**src/rtl/seg_scan_controller.sv**
```systemverilog
// seg_scan_controller
//   Scan scheduler for a multiplexed 7-segment display. One shared hex_to_seg
//   decoder serves NUM_DIGITS digits. The controller enables one digit at a time
//   and moves to the next digit at a prescaled rate.
//
//   A new value arrives on a valid/ready port and is held in a pending buffer.
//   It becomes visible only at a frame boundary, so a frame never mixes values.
//   Brightness is set by PWM inside each digit slot. Leading-zero digits can be
//   blanked.
//
// Ports
//   clk          system clock, rising edge
//   rst_n        asynchronous active-low reset
//   load_valid   producer offers load_data
//   load_data    packed nibbles, [3:0] = digit 0 (least significant)
//   load_ready   pending buffer empty, a load is accepted this cycle
//   blank_lz     1 = suppress leading zero digits (digit 0 is never blanked)
//   duty         brightness; 0 = off, all-ones = always on
//   digit        one-hot active-high digit enable (registered)
//   nibble       value of the digit being scanned, to hex_to_seg (registered)
//   frame_start  one-cycle pulse in the cycle after every frame boundary
module seg_scan_controller #(
  parameter int NUM_DIGITS = 4,
  parameter int SCAN_DIV   = 1000,
  parameter int DUTY_W     = 3
) (
  input  logic                    clk,
  input  logic                    rst_n,
  input  logic                    load_valid,
  input  logic [4*NUM_DIGITS-1:0] load_data,
  output logic                    load_ready,
  input  logic                    blank_lz,
  input  logic [DUTY_W-1:0]       duty,
  output logic [NUM_DIGITS-1:0]   digit,
  output logic [3:0]              nibble,
  output logic                    frame_start
);

  localparam int CNT_W = (SCAN_DIV > 1) ? $clog2(SCAN_DIV) : 1;
  localparam int IDX_W = (NUM_DIGITS > 1) ? $clog2(NUM_DIGITS) : 1;
  // Width of one PWM step, in clk cycles, inside a digit slot.
  localparam int DUTY_STEP = SCAN_DIV >> DUTY_W;
  localparam logic [CNT_W-1:0] CNT_LAST = CNT_W'(SCAN_DIV - 1);
  localparam logic [IDX_W-1:0] IDX_LAST = IDX_W'(NUM_DIGITS - 1);

  logic [CNT_W-1:0]        cnt_reg;
  logic [IDX_W-1:0]        idx_reg;
  logic [4*NUM_DIGITS-1:0] shown_reg;
  logic [4*NUM_DIGITS-1:0] pend_reg;
  logic                    pend_full_reg;

  logic                    tick;
  logic                    frame_end;
  logic                    slot_on;
  logic                    blank;
  logic [31:0]             on_limit;
  logic [NUM_DIGITS-1:0]   hi_zero;
  logic [NUM_DIGITS-1:0]   digit_next;
  logic [3:0]              nib_arr [NUM_DIGITS];

  assign tick       = (cnt_reg == CNT_LAST);
  assign frame_end  = tick && (idx_reg == IDX_LAST);
  assign load_ready = !pend_full_reg;

  // The digit is lit for the first duty*DUTY_STEP cycles of its slot.
  // With duty at all-ones it stays lit for the whole slot.
  assign on_limit = 32'(duty) * 32'(DUTY_STEP);
  assign slot_on  = (&duty) || (32'(cnt_reg) < on_limit);

  // hi_zero[gi]: every shown nibble from gi up to the top digit is zero.
  // Each bit is computed from shown_reg on its own, so there is no ripple chain.
  for (genvar gi = 0; gi < NUM_DIGITS; gi++) begin : g_digit
    assign hi_zero[gi]    = ~|shown_reg[4*NUM_DIGITS-1:4*gi];
    assign nib_arr[gi]    = shown_reg[4*gi +: 4];
    // The compare against idx_reg makes the enable one-hot by construction.
    assign digit_next[gi] = slot_on && !blank && (idx_reg == IDX_W'(gi));
  end

  assign blank = blank_lz && (idx_reg != '0) && hi_zero[idx_reg];

  always_ff @(posedge clk or negedge rst_n) begin
    if (!rst_n) begin
      cnt_reg       <= '0;
      idx_reg       <= '0;
      shown_reg     <= '0;
      pend_reg      <= '0;
      pend_full_reg <= 1'b0;
      digit         <= '0;
      nibble        <= '0;
      frame_start   <= 1'b0;
    end else begin
      cnt_reg <= tick ? '0 : cnt_reg + 1'b1;
      if (tick) begin
        idx_reg <= (idx_reg == IDX_LAST) ? '0 : idx_reg + 1'b1;
      end

      // A commit and a capture cannot happen in the same cycle.
      // A capture needs ready, and ready is low whenever a commit is due.
      if (frame_end && pend_full_reg) begin
        shown_reg     <= pend_reg;
        pend_full_reg <= 1'b0;
      end else if (load_valid && !pend_full_reg) begin
        pend_reg      <= load_data;
        pend_full_reg <= 1'b1;
      end

      // Outputs reflect the slot state before this edge.
      // nibble follows the scan even when the digit is blanked.
      digit       <= digit_next;
      nibble      <= nib_arr[idx_reg];
      frame_start <= frame_end;
    end
  end

endmodule

```
**config.mk**
```make
export PLATFORM = sky130hd
export DESIGN_NAME = seg_scan_controller
export DESIGN_NICKNAME = d
export VERILOG_FILES = /design/src/rtl/seg_scan_controller.sv
export SDC_FILE = /design/constraint.sdc
export NUM_CORES = 1
export LEC_CHECK = 0
export CAP_MARGIN = 20
export CORE_UTILIZATION = 55
export DETAILED_ROUTE_END_ITERATION = 12
export PLACE_DENSITY = 0.77
export SETUP_SLACK_MARGIN = 0.3
export SKIP_LAST_GASP = 1
export SLEW_MARGIN = 25
export SYNTH_ARGS = -nofsm -noshare
export SYNTH_HDL_FRONTEND = slang
export SYNTH_SLANG_ARGS = --single-unit
export TNS_END_PERCENT = 30
```
**constraint.sdc**
```tcl
create_clock -name clk -period 2.33 [get_ports clk]
set_input_delay 0.3495 -clock clk [delete_from_list [all_inputs] [get_ports clk]]
set_output_delay 0.3495 -clock clk [all_outputs]
set_load 0.02 [all_outputs]
```
Yosys cells after proc, flatten, opt, wreduce, memory -nomap -nowiden
Index checks and enable logic that the tools add are counted.
Operators by class
  reductions and logical operators: 26
  multiplexer cells: 9
  $lt $le $gt $ge: 3
  bitwise logic cells: 2
  add/sub/neg operators: 2
  equality and inequality tests: 4
  multipliers: 1
Operators with widths (number)
  16-bit OR reduction: 1
  12-bit OR reduction: 1
  10-bit by 1-bit adder with 10-bit output (second input constant): 1
  10-bit == test (second input constant): 1
  1-bit logical AND: 10
  10-bit less-than comparator: 1
  3-bit by 7-bit multiplier with 10-bit output (second input constant): 1
  10-bit 2-to-1 mux: 1
  4-bit binary-select mux with 2-bit select: 1
  4-bit 2-to-1 mux: 2
  8-bit OR reduction: 1
  1-bit logical NOT: 6
  2-bit == test (second input constant): 2
  2-bit nonzero test: 2
  4-bit OR reduction: 1
  3-bit >= comparator (second input constant): 1
  2-bit by 3-bit less-than comparator with 1-bit output (second input constant): 1
  1-bit 2-to-1 mux: 3
  2-bit inverter with 3-bit output: 1
  3-bit AND reduction: 1
  2-bit by 1-bit adder with 2-bit output (second input constant): 1
  1-bit binary-select mux with 2-bit select: 1
  2-bit by 1-bit == test with 1-bit output (second input constant): 1
  2-bit logical NOT: 1
  other kinds (4): 4
Storage, ports and cells
  flip-flop bits (word level): 54
  word-level logic and storage cells: 55
  output and inout port bits: 10

Logic depth before layout (Yosys ltp)
  depth in word-level cells: 8
  mapped depth: 11
  mapped depth without buffers: 11

Worst setup path after synthesis
Ideal clock, no wire load.
  path kind: input port to flip-flop
  from: input duty[0]
  to: register digit[1]
  required time: 2205 ps
  path buffers: 0
  setup slack: -522 ps
  library setup time: 125 ps
  arrival: 2726 ps
  cell stages on the path: 8
  path through: fa_1 -> fa_1 -> inv_1 -> fa_1 -> ha_1 -> a21oi_1 -> o221ai_1 -> a2111oi_0
On the way
  longest elaborated chain between the ends: 5
  elaborated cells on any way between the ends: 6
  classes of those cells: mul (1); order compare (1); reduce/logical (4)
RTL lines
  from (decl): RTL line 33  | input logic [DUTY_W-1:0] duty,
  3-bit by 7-bit multiplier with 10-bit output: RTL line 67  | assign on_limit = 32'(duty) * 32'(DUTY_STEP);
  10-bit less-than comparator: RTL line 68  | assign slot_on = (&duty) || (32'(cnt_reg) < on_limit);
  1-bit logical OR (*): RTL line 68
  1-bit logical AND (*) (2 in a row): RTL line 76  | assign digit_next[gi] = slot_on && !blank && (idx_reg == IDX_W'(gi));
  net digit_next[1]: RTL line 58  | logic [NUM_DIGITS-1:0] digit_next;
  to (signal assigned): RTL line 109  | digit <= digit_next;
  to (decl): RTL line 34  | output logic [NUM_DIGITS-1:0] digit,
The timed path passes the listed nets; every way through them passes the cells marked *.
A chain may end at the register's enable or synchronous reset.

Worst setup path after layout
  from: input duty[2]
  to: register digit[2]
The elaborated chain is that of the path after synthesis.

==> results.json <==
{
  "yosys-top-cells-area": "dfrtp_1 49%, ha_1 10%, mux2_2 9.4%",
  "status": "finished, violations left",
  "p_leak_nw": 1.61,
  "end_kind": "register",
  "placed_area_mm2": 0.00328,
  "initial_core_util_pct": 57.7,
  "diodes": 0,
  "cellPowerDensity_mw_per_mm2": 531,
  "cts_tree": "built",
  "crit_path_max_fanout": 4,
  "grt_pass1_vias": 1848,
  "grt_use_total_pct": 22.3,
  "peakVddDrop_mv": 0.434,
  "yosysMostFrequentCell": "dfrtp_1",
  "yosys.area.top_type": "dfrtp_1",
  "critical_path_class": "primary input to register",
  "setup_violations": 4,
  "timing.fmax_ghz": 0.378,
  "antenna_found_initial": 0,
  "final_area_mm2": 0.00350,
  "synth_top_area_share_pct": 49.3,
  "die_area_mm2": 0.00527,
  "slew_violations": 0,
  "grt_pass1_wl_um": 8750,
  "nets": 322,
  "violations": "negative setup slack",
  "hpwl_um": 3800,
  "ant_nets": 0,
  "grt_max_degree": 55,
  "cts.htree.levels": 2,
  "dp.cells": 329,
  "hold_viol_final": 0,
  "vias": 1813,
  "synth_cell_types": 38,
  "p_total_w": 0.00186,
  "yosys_warnings": 0,
  "drive_above_1_share_pct": 30.0,
  "finalCritPeriodShare_pct": 114,
  "ctsLongestPathBuffers": 2,
  "synth_area_per_cell_um2": 12.5,
  "syn_to_final_growth_pct": 27.5,
  "hp-class": "primary input to async pin",
  "synth_edf_count": 0,
  "cts_root_buffer": "clkbuf_8",
  "drt_iter0_drc": 59,
  "synth-main-ff-cell": "dfrtp_1",
  "row_count": 25,
  "yosysSeqAreaShare_pct": 49.3,
  "cts_made_buffers": 5,
  "critical_path_required_ps": 2540,
  "ys_seq_elements": 54,
  "io_buffers": 32,
  "n_fill_cell": 337,
  "tightest_slew_ps": 750,
  "overflow": 0,
  "syn_nets": 268,
  "period_minus_slack_ps": 2640,
  "clk_pin_slew_worst_paths_ps": 100,
  "vias_per_cell": 5.33,
  "gp_congestion": 0.874,
  "clk_latency_ps": 310,
  "relSlewSlack_pct": 49.7,
  "drc_errors": 0,
  "die_y_um": 72.6,
  "synth.top_cells.by_count": "54 x dfrtp_1, 23 x mux2_2, 22 x ha_1",
  "drv_cap": 0,
  "cts.sinks": 54,
  "fin_ws_ps": -315,
  "arrival_ps": 2850,
  "final.setup_skew_ps": 11.8,
  "rsz0062_at_grt": "yes",
  "stdcell_count": 340,
  "drt-wirelength-per-cell_um": 15.3,
  "wirelength_um": 5220,
  "netlist_instances": 219,
  "core_area_mm2": 0.00475,
  "hold_buffers": 0,
  "finalSetupTns_ps": -1170,
  "netlist_area_mm2": 0.00274,
  "async_flop_share_pct": 100,
  "startpoint_type": "primary input",
  "first_pass_iters": 4,
  "die_x_um": 72.6,
  "io_pins": 33
}
-- layer usage --
metal	wire, um	share of wire [%]	GRT usage [%]
met1	2500	48	30.7
met2	2520	48	36.3
met3	125	2.4	4.14
met4	65	1.2	6.54
met5	0	0	0
-- final timing paths --
path / cells past startpoint / slack (ps) / startpoint / end
worst max-delay path: 11 / -310 / duty[2] / digit[2]
max in group asynchronous: 2 / 1710 / rst_n / cnt_reg[0]
min in group clk: 1 / 490 / pend_reg[11] / shown_reg[11]
worst min-delay path: 2 / 140 / rst_n / nibble[1]
worst max register to register: 6 / 210 / idx_reg[1] / digit[1]
worst min register to register: 1 / 490 / pend_reg[11] / shown_reg[11]
-- stage by stage --
stage | setup WS, ps | util (%) | hold WS, ps
6_report | -315 | 73.5 | 141
4_1_cts | -320 | 71.7 | 173
3_3_place_gp | -1110 | 69.0 | 473
3_5_place_dp | -1260 | 69.0 | 475
5_1_grt | -414 | 73.5 | 204
2_1_floorplan | -423 | - | 53.9
-- where the power goes --
part	switching, W	internal [W]
sequential	0.0000164	0.000971
combinational	0.000168	0.000186
clock	0.000306	0.000208
-- cell type report --
type | count | area, um2 | share of cell area [%]
clock inverters | 2 | 13.8 | 0.394
inverters | 18 | 67.6 | 1.93
multi-input cells | 141 | 1430 | 41.0
well taps | 67 | 83.8 | 2.40
flip-flops and latches | 54 | 1350 | 38.7
clock buffers | 5 | 68.8 | 1.97
repair buffers | 53 | 477 | 13.6
-- what timing repair did --
item / in CTS / in global routing
endpoints found under the setup margin: 4 / 20
cloned: 0 / 0
gates resized for setup: 26 / 11
buffers inserted: 2 / 2
pin swaps: 7 / 10
-- cells in the final DEF, fill, tap and decap left out, types with 2 or more instances in the layout --
| master | count |
|---|---|
| nand4_1 | 2 |
| nor2b_1 | 3 |
| or3_1 | 2 |
| nor2_1 | 8 |
| nand3_1 | 5 |
| xor2_1 | 2 |
| a211oi_1 | 2 |
| a22o_1 | 2 |
| ha_4 | 4 |
| o21ai_0 | 6 |
| nand2_1 | 8 |
| a21oi_1 | 6 |
| ha_2 | 2 |
| ha_1 | 16 |
| xnor2_1 | 3 |
| mux2_1 | 9 |
| a21oi_2 | 4 |
| clkdlybuf4s50_1 | 28 |
| o21bai_1 | 2 |
| clkbuf_8 | 5 |
| mux2_2 | 23 |
| nor3_1 | 2 |
| nor4_1 | 4 |
| fa_2 | 3 |
| a2111oi_2 | 2 |
| a21o_1 | 2 |
| inv_1 | 17 |
| mux4_2 | 4 |
| dfrtp_1 | 53 |
| buf_4 | 22 |
-- cells by family after synthesis --
kind of cell	count (synthesis)	synth area share, %
adder cells (fa/ha/maj)	26	13.0
buffers and inverters	24	3.88
flip-flops	54	49.3
AND/OR/NAND/NOR	41	7.85
XOR/XNOR	6	1.92
AO/OA/AOI/OAI	31	7.34
multiplexers	37	16.8
-- worst max-delay path, cell delays in order --
cell and delay, ps:
buf_6 100, fa_2 630, fa_2 250, inv_2 40, fa_2 350, xnor2_2 140, ha_1 290, a41o_1 200
a21oi_2 170, a21oi_4 70, a2111oi_4 260
No activity file was read; power rests on OpenSTA's default activity.
